File: src/rtl/arb_mux_pkg.sv
// Shared helpers for arb_mux: index-width function and a channel-index type.
// The optional burst-lock feature of arb_mux is selected with ARB_MUX_LOCK_EN.
package arb_mux_pkg;

    // Index width that never collapses to zero bits for a single channel.
    function automatic int clog2_min1(input int n);
        return (n <= 1) ? 1 : $clog2(n);
    endfunction

    // Wide enough for any practical NUM_CH; consumers narrow to SEL_W as needed.
    localparam int CH_IDX_MAX_W = 8;
    typedef logic [CH_IDX_MAX_W-1:0] ch_idx_t;

    function automatic ch_idx_t to_ch_idx(input int unsigned ch);
        return ch_idx_t'(ch);
    endfunction

endpackage

File: src/rtl/rr_pick.sv
// Combinational rotating-priority pick: first set request after base, wrapping,
// with base itself examined last. Reusable by any round-robin arbiter.
module rr_pick #(
    parameter int N = 8,
    parameter int W = 3
) (
    input  logic [N-1:0] req,
    input  logic [W-1:0] base,
    output logic [W-1:0] idx,
    output logic         vld
);

    logic [W-1:0] cand;

    always_comb begin
        idx  = '0;
        vld  = 1'b0;
        cand = '0;
        for (int i = 1; i <= N; i++) begin
            cand = W'((int'(base) + i) % N);
            if (!vld && req[cand]) begin
                vld = 1'b1;
                idx = cand;
            end
        end
    end

endmodule

File: src/rtl/arb_mux.sv
// Registered N-channel round-robin mux with valid/ready handshake.
// Define ARB_MUX_LOCK_EN to add lock_i, letting the last granted channel hold the grant.
module arb_mux
    import arb_mux_pkg::*;
#(
    parameter int DATA_WIDTH = 32,
    parameter int NUM_CH     = 8,
    parameter int SEL_W      = clog2_min1(NUM_CH)
) (
    input  logic                         clk_i,
    input  logic                         rst_i,
    input  logic [NUM_CH-1:0]            valid_i,
    input  logic [NUM_CH*DATA_WIDTH-1:0] data_i,
    output logic [NUM_CH-1:0]            ready_o,
`ifdef ARB_MUX_LOCK_EN
    input  logic [NUM_CH-1:0]            lock_i,
`endif
    output logic                         valid_o,
    output logic [DATA_WIDTH-1:0]        data_o,
    output logic [SEL_W-1:0]             ch_o,
    input  logic                         ready_i
);

    logic [NUM_CH-1:0][DATA_WIDTH-1:0] beats;
    logic [SEL_W-1:0] ptr;
    logic [SEL_W-1:0] rr_idx;
    logic             rr_vld;
    logic [SEL_W-1:0] pick;
    logic             pick_vld;
    logic             slot_free;
    logic             xfer;

    assign beats     = data_i;
    assign slot_free = !valid_o || ready_i;

    rr_pick #(.N(NUM_CH), .W(SEL_W)) u_pick (
        .req  (valid_i),
        .base (ptr),
        .idx  (rr_idx),
        .vld  (rr_vld)
    );

`ifdef ARB_MUX_LOCK_EN
    // A locked, still-valid owner keeps the grant; otherwise fall back to round-robin.
    logic hold;
    assign hold     = lock_i[ptr] && valid_i[ptr];
    assign pick     = hold ? ptr : rr_idx;
    assign pick_vld = hold || rr_vld;
`else
    assign pick     = rr_idx;
    assign pick_vld = rr_vld;
`endif

    always_comb begin
        ready_o = '0;
        if (!rst_i && slot_free && pick_vld)
            ready_o[pick] = 1'b1;
    end

    assign xfer = |(valid_i & ready_o);

    // Drain and refill share one edge, so back-to-back beats leave no bubble.
    always_ff @(posedge clk_i) begin
        if (rst_i) begin
            valid_o <= 1'b0;
            data_o  <= '0;
            ch_o    <= '0;
            ptr     <= SEL_W'(NUM_CH - 1);
        end else if (xfer) begin
            valid_o <= 1'b1;
            data_o  <= beats[pick];
            ch_o    <= pick;
            ptr     <= pick;
        end else if (ready_i) begin
            valid_o <= 1'b0;
        end
    end

endmodule

File: config.mk
export PLATFORM = sky130hd
export DESIGN_NAME = arb_mux
export DESIGN_NICKNAME = d
export VERILOG_FILES = /design/src/rtl/arb_mux_pkg.sv /design/src/rtl/rr_pick.sv /design/src/rtl/arb_mux.sv
export SDC_FILE = /design/constraint.sdc
export NUM_CORES = 1
export LEC_CHECK = 0
export BUFFER_PORTS_ARGS = -buffer_cell sky130_fd_sc_hd__buf_4
export CAP_MARGIN = 20
export CORE_ASPECT_RATIO = 0.9
export CORE_MARGIN = 5
export CORE_UTILIZATION = 40
export DETAILED_ROUTE_END_ITERATION = 7
export PLACE_DENSITY = 0.79
export SLEW_MARGIN = 20
export SYNTH_ARGS = -nofsm -noshare
export SYNTH_HDL_FRONTEND = slang
export SYNTH_SLANG_ARGS = --single-unit
File: constraint.sdc
create_clock -name clk_i -period 3.88 [get_ports clk_i]
set_clock_uncertainty 0.05 [all_clocks]
set_input_delay 0.388 -clock clk_i [delete_from_list [all_inputs] [get_ports clk_i]]
set_output_delay 0.388 -clock clk_i [all_outputs]
set_load 0.01 [all_outputs]
==> reports/metrics.csv <==
metric;value;unit
setup TNS;0;ns
largest net degree at the start of global routing;35;
worst-path fanout max;16;
Hold WC Path Type;in -> reg;
total CTS buffers;5;
Overflow after GRT;0;
FP Rows;38;
Max clock buf depth;2;
worst rel slew slack;66.86;%
worst hold path stage count;4;
Tcrit/Tclk final;97.83;%
most frequent cell after synthesis;nand2_1;
#FFs+latches synth;39;
post-synth top area share;15.91;%
critical path class;reg -> reg;
Worst-Skew Late Latency;0.29;ns
syn_nets;886;
routability cong.;0.9561;
outcome;completed;
Syn Std Cell Area;4906;sq um
first-pass GRT wire length;34280;um
# diodes;0;
r2r endpoint;data_o[6];
gr usage total;29.67;%
die area;14580;sq um
H-Tree Depth;2;
drt wl/cell;21.07;um
number of port buffers;310;
number of global-route vias before repair;6404;
hold_sp;data_i[41];
drt initial violations;578;
clock root cell;clkbuf_16;
highest clock rate;263.4;MHz
Hold Path End;data_o[9];
routed wire length;24040;um
Mapped Cells;617;
IO Pins;311;
CTS Hold Bufs;0;
Main synth FF type;dfxtp_1;
Syn-to-layout area delta;78.30;%
worst slew pin tran;0.4971;ns
Max Slew Vio Count;0;
initial antenna violation count;0;
biggest area consumer among synthesized cells;dfxtp_1;
WP data arrival;3.92;ns
Max Cap Viol;0;
fillers;965;
vias;6640;
worst reg2reg startpoint;ptr[0];
Die Span Y;115.1;um
final-stage net count;1249;
DRC Markers;0;
Final setup viols;0;
RSZ-0062 raised after global routing;true;
dpl hpwl;18720;um
Cell variety after synth;62;
Via density;5.819;
worst r2r path cells;15;
layout cells sized above 1;52.80;%
Hold Vio Cnt, Final;0;
EDFF count, synth;0;
Clock transition at path regs;0.06;ns
core box area;12030;sq um
Die Wd;126.7;um
Synth area leaders;dfxtp_1, mux4_2, mux2i_1;
Critical Path End Type;flop;
startpoint types;flop;
CTS tree;done;
reg-to-reg slack, setup;0.08;ns
Seq/Total Area, Yosys;15.91;%
clock sinks;39;
FFs w/ async S/R, synth;0;%
fin crit period;3.796;ns
drt first pass iters;5;
Initial Util;40.78;%
Synth top cells by count;nand2_1, mux2i_1, dfxtp_1, inv_1, a211oi_1;
CP Data Required Time;4.01;ns
Post-DRT Antenna Nets;0;
synthesis warning total;0;
syn_area_per_cell;7.951;sq um
==> worst max-delay path: stages, from the launching register on <==
cell and delay [ns]:
dfxtp_4 0.37, clkinv_4 0.06, ha_4 0.28, buf_6 0.12, buf_4 0.16, mux2i_1 0.23, mux4_2 0.30, nor3b_1 0.06
a211oi_2 0.35, o31ai_4 0.16, buf_12 0.16, a21o_4 0.23, buf_4 0.21, a2111oi_1 0.49, o21ai_0 0.20, a32o_1 0.25
==> through the flow <==
step,hold WS (ns),cell area [sq um],setup WS (ns),instances,utilization (%)
2_1_floorplan,0.4305,5059,-0.004482,617,-
3_3_place_gp,0.3994,7911,-0.09542,1097,65.77
3_5_place_dp,0.4100,7911,-0.1339,1097,65.77
4_1_cts,0.4030,8212,-0.0001052,1112,68.27
5_1_grt,0.4462,8747,-0.06675,1141,72.72
6_report,0.4118,8747,0.08408,1141,72.72
==> kinds of logic after synthesis <==
group	count (synthesis)	share of synthesized area (%)
AOI/OAI and AO/OA	195	31.75
xor gates and xnor gates	4	0.8673
adders and majority gates	2	0.5100
buffers and inverters	104	10.12
DFF	39	15.91
muxes	82	23.87
and+or+nand+nor	191	16.96
==> cell type report <==
class / count / area [sq um] / area share, %
Clock buffer: 6 / 138.9 / 1.588
Inverter: 41 / 158.9 / 1.817
Clock inverter: 2 / 35.03 / 0.4005
Tap cell: 160 / 200.2 / 2.289
Sequential cell: 39 / 785.8 / 8.983
Timing Repair Buffer: 419 / 3423 / 39.14
Multi-Input combinational cell: 474 / 4005 / 45.79
==> layer usage <==
layer | vias up | wire length [um] | track usage, %
met5 | - | 0 | 0
met4 | 0 | 490 | 7.291
met3 | 37 | 1995 | 6.735
met2 | 358 | 12180 | 51.73
met1 | 3137 | 9378 | 37.44
li1 | 3108 | - | -
==> how the worst max path moves through the flow <==
| stage | from | to | slack, ns |
|---|---|---|---|
| after floorplan | ptr[1] | ready_o[4] | -0.004 |
| after global placement | ptr[0] | data_o[22] | -0.1 |
| after detailed placement | ptr[0] | data_o[22] | -0.13 |
| after CTS | ptr[1] | ready_o[4] | -0.0001 |
| after global routing | ptr[0] | data_o[6] | -0.07 |
| final | ptr[0] | data_o[6] | 0.08 |
==> registers in the layout, summed over array words and instances (netlist names) <==
| name | flops |
|---|---|
| ch_o | 3 |
| valid_o | 1 |
| ptr | 3 |
| data_o | 32 |
==> cell usage in the layout, fill, tap and decap left out, drive strengths merged, types with 2 or more instances in the layout <==
cell,netlist,routed
o22a,15,15
mux2i,45,45
a32o,19,19
o21ai,21,21
a32oi,2,2
xnor2,2,2
clkbuf,28,7
dfxtp,39,39
nand2b,2,2
nand3,22,22
buf,35,417
ha,2,2
o32ai,2,2
a211oi,39,39
a22oi,2,2
or2,2,2
a2111oi,17,17
a21o,3,3
mux4,26,26
nand2,106,106
a221oi,19,19
nor2b,7,7
nor3,6,6
xor2,2,2
a311oi,17,17
and2,5,5
clkinv,1,2
a31oi,18,18
nor2,37,37
inv,40,40
o21a,2,2
mux2,11,11
a21oi,9,9
==> what timing repair did <==
action / in CTS / in global routing
setup buffers: 6 / 28
endpoints found under the hold margin: 0 / 0
pin swaps: 5 / 16
resized for setup: 10 / 61
endpoints found under the setup margin: 20 / 30
cloned: 1 / 1
Power is left out: the tool's default activity adds up to more than one toggle a clock period on the data nets, which glitch-free logic cannot reach.
